`config.mk`:
```
export PLATFORM = sky130hd
export DESIGN_NAME = bitserial_deserialize
export DESIGN_NICKNAME = d
export VERILOG_FILES = /design/src/rtl/bitserial_deserialize.sv
export SDC_FILE = /design/constraint.sdc
export NUM_CORES = 1
export LEC_CHECK = 0
export CAP_MARGIN = 20
export CORE_ASPECT_RATIO = 1.4
export CORE_UTILIZATION = 45
export DETAILED_ROUTE_END_ITERATION = 12
export GPL_ROUTABILITY_DRIVEN = 0
export PLACE_DENSITY = 0.64
export SLEW_MARGIN = 5
export SYNTH_ARGS = -nofsm -noshare
export SYNTH_HDL_FRONTEND = slang
export SYNTH_SLANG_ARGS = --single-unit
export TNS_END_PERCENT = 30
```
`constraint.sdc`:
```
create_clock -name clk -period 1.91 [get_ports clk]
set_input_delay 0.382 -clock clk [delete_from_list [all_inputs] [get_ports clk]]
set_output_delay 0.382 -clock clk [all_outputs]
set_load 0.02 [all_outputs]
```
`src/rtl/bitserial_deserialize.sv`:
```
// Bit-serial to parallel deserializer, LSB-first, sync-framed.
// One-entry output register with valid/ready, sticky overrun, frame_err pulse.
module bitserial_deserialize #(
  parameter int WIDTH = 8
) (
  input  logic             clk,
  input  logic             reset_n,
  input  logic             s_in,
  input  logic             sync,
  input  logic             out_ready,
  output logic [WIDTH-1:0] out_word,
  output logic             out_valid,
  output logic             overrun,
  output logic             frame_err
);

  localparam int CW = $clog2(WIDTH);
  localparam logic [CW-1:0] LAST = CW'(WIDTH - 1);

  typedef enum logic {IDLE, SHIFT} state_t;

  state_t           state, state_d;
  logic [CW-1:0]    cnt, cnt_d;
  logic [WIDTH-1:0] shreg, shreg_d;
  logic             done;

  // next state: sync always restarts, otherwise shift until last bit
  always_comb begin
    state_d = state;
    cnt_d   = cnt;
    shreg_d = shreg;
    done    = 1'b0;
    if (sync) begin
      state_d    = SHIFT;
      cnt_d      = CW'(1);
      shreg_d    = '0;
      shreg_d[0] = s_in;
    end else if (state == SHIFT) begin
      shreg_d[cnt] = s_in;
      if (cnt == LAST) begin
        done    = 1'b1;
        state_d = IDLE;
        cnt_d   = '0;
      end else begin
        cnt_d = cnt + CW'(1);
      end
    end
  end

  // framing state and shift register
  always_ff @(posedge clk) begin
    if (!reset_n) begin
      state <= IDLE;
      cnt   <= '0;
      shreg <= '0;
    end else begin
      state <= state_d;
      cnt   <= cnt_d;
      shreg <= shreg_d;
    end
  end

  // output slot: load on completion if free or draining, else drop
  always_ff @(posedge clk) begin
    if (!reset_n) begin
      out_word  <= '0;
      out_valid <= 1'b0;
      overrun   <= 1'b0;
      frame_err <= 1'b0;
    end else begin
      frame_err <= sync && (state == SHIFT);
      if (done) begin
        if (!out_valid || out_ready) begin
          out_word  <= shreg_d;
          out_valid <= 1'b1;
        end else begin
          overrun <= 1'b1;
        end
      end else if (out_valid && out_ready) begin
        out_valid <= 1'b0;
      end
    end
  end

endmodule

```
---- After elaboration in Yosys (flattened, before gate mapping) ----
Cells that the tools add are included.
cells by class
  $add $sub $neg .......................... 1
  magnitude comparators ................... 2
  equality and inequality tests ........... 2
  multiplexer cells ....................... 17
  bitwise operators ....................... 2
  reduce and logical (&&, ||, !) cells .... 11
operators by type and width
  operator               count
  $mux W8                2
  $mux W1                12
  $bwmux W8              1
  $reduce_and A2 Y1      3
  $lt A3 B4 Y1 const B   1
  $reduce_bool A2 Y1     2
  $add A3 B1 Y3 const B  1
  $demux W1 S3           1
  $eq A3 B3 Y1 const B   1
  $ge A3 B1 Y1 const B   1
  $logic_and A1 B1 Y1    3
  $mux W3                1
  $ne A2 B1 Y1 const B   1
  $not A1 Y1             2
  $reduce_or A2 Y1       1
  $logic_not A1 Y1       1
  $logic_or A1 B1 Y1     1
storage, ports and cells
  register bits ........................... 23
  input bits .............................. 5
  output and inout bits ................... 11
  logic and storage cells ................. 43

---- Longest topological paths before layout ----
Gate-level depths: netlist of run 1.
  depth in word-level cells ............... 7
  mapped depth ............................ 6
  depth with buffers taken out ............ 5

---- Least setup slack after synthesis of run 1 ----
No wires, ideal clock.
  kind .................................... reg2reg
  start ................................... reg cnt[0]
  end ..................................... reg out_word[2]
  setup time .............................. 122 ps
  arrival ................................. 1266 ps
  required time ........................... 1788 ps
  slack ................................... 522 ps
  stages on the path, launching flop included .. 7
  path buffers ............................ 1
  clock period less this slack ............ 1388 ps
  cell sequence ........................... dfxtp_1 > ha_1 > ha_1 > and3b_1 > clkbuf_2 > a21o_2 > o311a_1
between the ends
  word-level cells in the longest chain between the ends .. 7
  elaborated cells on any way between the ends .. 13
  those cells by class .................... order compare (2); eq/ne (1); mux (8); reduce/logical (2)
ends and longest elaborated chain
  item                                                                       RTL line  source
  from (decl)                                                                23        logic [CW-1:0] cnt, cnt_d;
  from (signal assigned)                                                     58        cnt <= cnt_d;
  $lt A3 B4 Y1 (implied by the code) / $ge A3 B1 Y1 (equally long branches)  39        shreg_d[cnt] = s_in;
  $logic_and A1 B1 Y1 (implied by the code)                                  39
  $mux W1 (implied by the code)                                              39
  $demux W1 S3                                                               39
  $bwmux W8                                                                  39
  $mux W8                                                                    38        end else if (state == SHIFT) begin
  $mux W8                                                                    33        if (sync) begin
  to (signal assigned)                                                       74        out_word <= shreg_d;
  to (decl)                                                                  11        output logic [WIDTH-1:0] out_word,
Several ways; a longest one is shown, not always the timed one.
A chain may end at the register's enable or synchronous reset.

---- Worst setup path after layout of run 1 ----
  start ................................... reg out_valid
  end ..................................... out out_valid
RTL lines
  item                    RTL line  source
  from (decl)             12        output logic out_valid,
  from (signal assigned)  67        out_valid <= 1'b0;
  from (signal assigned)  75        out_valid <= 1'b1;
  from (signal assigned)  80        out_valid <= 1'b0;
No word-level cell between the ends.

==> results.sh, run 1 <==
export IMPL_hold_violations=0
export IMPL_fmax_ghz=0.603
export IMPL_drc=0
export IMPL_cts_tree="yes"
export IMPL_ctsHoldBuffers=0
export IMPL_ys_async_sr_fraction_pct=0
export IMPL_min_from="overrun"
export IMPL_hold_path_class="flop to flop"
export IMPL_drt_initial_drc_count=7
export IMPL_final_cell_area_sq_um=1240
export IMPL_grt_max_degree=16
export IMPL_r2r_slack_ns=0.32
export IMPL_tns_ns=0
export IMPL_root_buffer="clkbuf_4"
export IMPL_ios=16
export IMPL_ys_flop_type="dfxtp_1"
export IMPL_routed_wl_um=1910
export IMPL_max_cap_violations=0
export IMPL_crit_buf_inv=1
export IMPL_start_util_pct=48.3
export IMPL_synth_edf_count=0
export IMPL_hold_depth=1
export IMPL_period_needed_ns=1.66
export IMPL_crit_type="flop to output pin"
export IMPL_fillCellCount=214
export IMPL_cts_resized=0
export IMPL_rr_worst_depth=4
export IMPL_numCtsBuffers=3
export IMPL_crit_chain="clkdlybuf4s50_1"
export IMPL_fin_total_pwr_w=0.000767
export IMPL_r2r_start="cnt[2]"
export IMPL_p_per_area_nw_per_um2=616
export IMPL_ys_seq_area_share_pct=42.8
export IMPL_cp_start_kind="flop"
export IMPL_clk_path_buf_depth=2
export IMPL_synth_cell_types=33
export IMPL_design_core_area_sq_um=2230
export IMPL_fin_nets=129
export IMPL_grt_pass1_wl_um=3240
export IMPL_area_delta_synth_final_pct=15.6
export IMPL_die_x_um=43.3
export IMPL_vias_per_cell=5.50
export IMPL_cp_top_family="buffers and inverters"
export IMPL_cp_required_ns=1.53
export IMPL_startpoint="out_valid"
export IMPL_max_stage_delay_ns=0.62
export IMPL_clock_latency_ns=0.29
export IMPL_syn_area_sq_um=1080
export IMPL_rows=20
export IMPL_tightest_slew_ns=0.449
export IMPL_dpl_cell_area_sq_um=1220
export IMPL_hold_path_end="overrun"
export IMPL_post_cts_buffers=0
export IMPL_cts_max_level=1
export IMPL_hold_slack_ns=0.483
export IMPL_finalClockSkew_ns=0.00244
export IMPL_worstPathMaxFanout=3
export IMPL_rsz0062_at_grt="no"
export IMPL_antenna_found_initial=0
export IMPL_reg2reg_to="out_word[0]"
export IMPL_leakagePower_nw=0.526
export IMPL_dp_cells=139
export IMPL_slew_headroom_pct=70.1
export IMPL_wire_per_inst_um=13.3
export IMPL_worstPathArrival_ns=1.28
export IMPL_portBuffers=15
export IMPL_dieArea_sq_um=2590
export IMPL_drtAntennaViolNets=0
export IMPL_layout_cells_non_filler=143
export IMPL_antenna_cells=0
export IMPL_synth_seq_cells=23
export IMPL_clock_sinks=23
export IMPL_yosys_warnings=0
export IMPL_synth_fp_nets=113
export IMPL_grt_pass1_vias=749
export IMPL_peakVddDrop_mv=0.365
export IMPL_layout_drive_gt1_share_pct=11.6
export IMPL_slew_violations=0
export IMPL_syn_inst=106
export IMPL_dp_hpwl_um=1430
export IMPL_vias=786
export IMPL_synth_avg_cell_area_sq_um=10.2
export IMPL_final_cell_mix="23 x dfxtp_1, 15 x clkdlybuf4s50_1, 9 x mux2i_1, 9 x nor2_1, 7 x a21oi_1"
export IMPL_setup_violations=0
export IMPL_dr_pass1_iters=2
export IMPL_clk_pin_slew_ns=0.12
export IMPL_dieHeight_um=59.9
export IMPL_grt_use_total_pct=16.6
export IMPL_final_common_cell="dfxtp_1"
export IMPL_grt_ovfl_total=0
export IMPL_status="finished clean"
export IMPL_endpoint_kind="output pin"
export IMPL_fin_crit_sh_pct=86.8
export IMPL_slowest_stage="clkdlybuf4s50_1"
sequential cells by signal, summed over array words and instances, names as in the netlist:
name       count
out_word       8
shreg          8
cnt            3
frame_err      1
out_valid      1
overrun        1
state          1
worst max-delay path by stage:
stage	end	slack, ns	depth (start not counted)
after global routing	out_word[5]	0.17	4
after global placement	out_word[0]	0.08	4
after detailed placement	out_word[0]	0.07	4
final	out_valid	0.25	1
after CTS	out_valid	0.24	1
after floorplan	out_word[2]	0.52	6
cells in the mapped netlist (2+ instances only):
library cell	number	area, sq um
dfxtp_1	23	460
mux2i_1	9	90.1
nor2_1	9	33.8
a21oi_1	7	35.0
nand2b_1	5	31.3
nor2b_1	5	31.3
buf_6	4	45.0
o311a_1	4	40.0
a211oi_1	3	22.5
a21o_1	3	22.5
and2_1	3	18.8
nand4b_1	3	26.3
and4bb_1	2	25.0
buf_4	2	15.0
clkbuf_2	2	10.0
ha_1	2	25.0
inv_1	2	7.51
nand2_1	2	7.51
o21ai_0	2	10.0
metal layers:
layer	share of wire, %	wire, um	global-route usage (%)
met1	48	920	21.2
met2	48	914	27.3
met3	2.7	52	2.11
met4	0.94	18	8.04
met5	0	0	0
final cells by class:
type                       count  area [sq um]  share of cell area (%)
multi-input combinational     72           534                    43.0
sequential                    23           460                    37.0
timing repair buffer          20           188                    15.1
tap                           22          27.5                    2.21
clock buffer                   4          26.3                    2.11
inverter                       2          7.51                   0.604
kinds of logic after synthesis:
| family | share of synthesized area (%) |
|---|---|
| AO/OA/AOI/OAI | 14.4 |
| adder cells (fa/ha/maj) | 2.33 |
| buffers and inverters | 7.56 |
| flip-flops | 42.8 |
| multiplexers | 8.37 |
| AND/OR/NAND/NOR | 24.5 |
per-stage QoR:
step / worst slack, ns / utilization [%]
floorplan: 0.522 / -
global placement: 0.0837 / 54.7
detailed placement: 0.0689 / 54.7
CTS: 0.237 / 55.8
global route: 0.168 / 55.8
finish: 0.253 / 55.8
power by group:
group	leakage [nW]	internal, W	switching (W)
Sequential	0.186	0.000486	0.00000749
Combinational	0.325	0.0000321	0.0000290
Clock	0.0150	0.0000812	0.000131
Total	0.526	0.000599	0.000167
No activity file was read; power rests on OpenSTA's default activity.
==> run 2, diff against run 1 <==
--- a/config.mk
+++ b/config.mk
@@ -11,7 +11,7 @@
 export DETAILED_ROUTE_END_ITERATION = 12
 export GPL_ROUTABILITY_DRIVEN = 0
 export PLACE_DENSITY = 0.64
-export SLEW_MARGIN = 5
+export SLEW_MARGIN = 10
 export SYNTH_ARGS = -nofsm -noshare
 export SYNTH_HDL_FRONTEND = slang
 export SYNTH_SLANG_ARGS = --single-unit
==> results of run 2 <==
No change in the layout: final DEF, timing and power equal those of run 1.
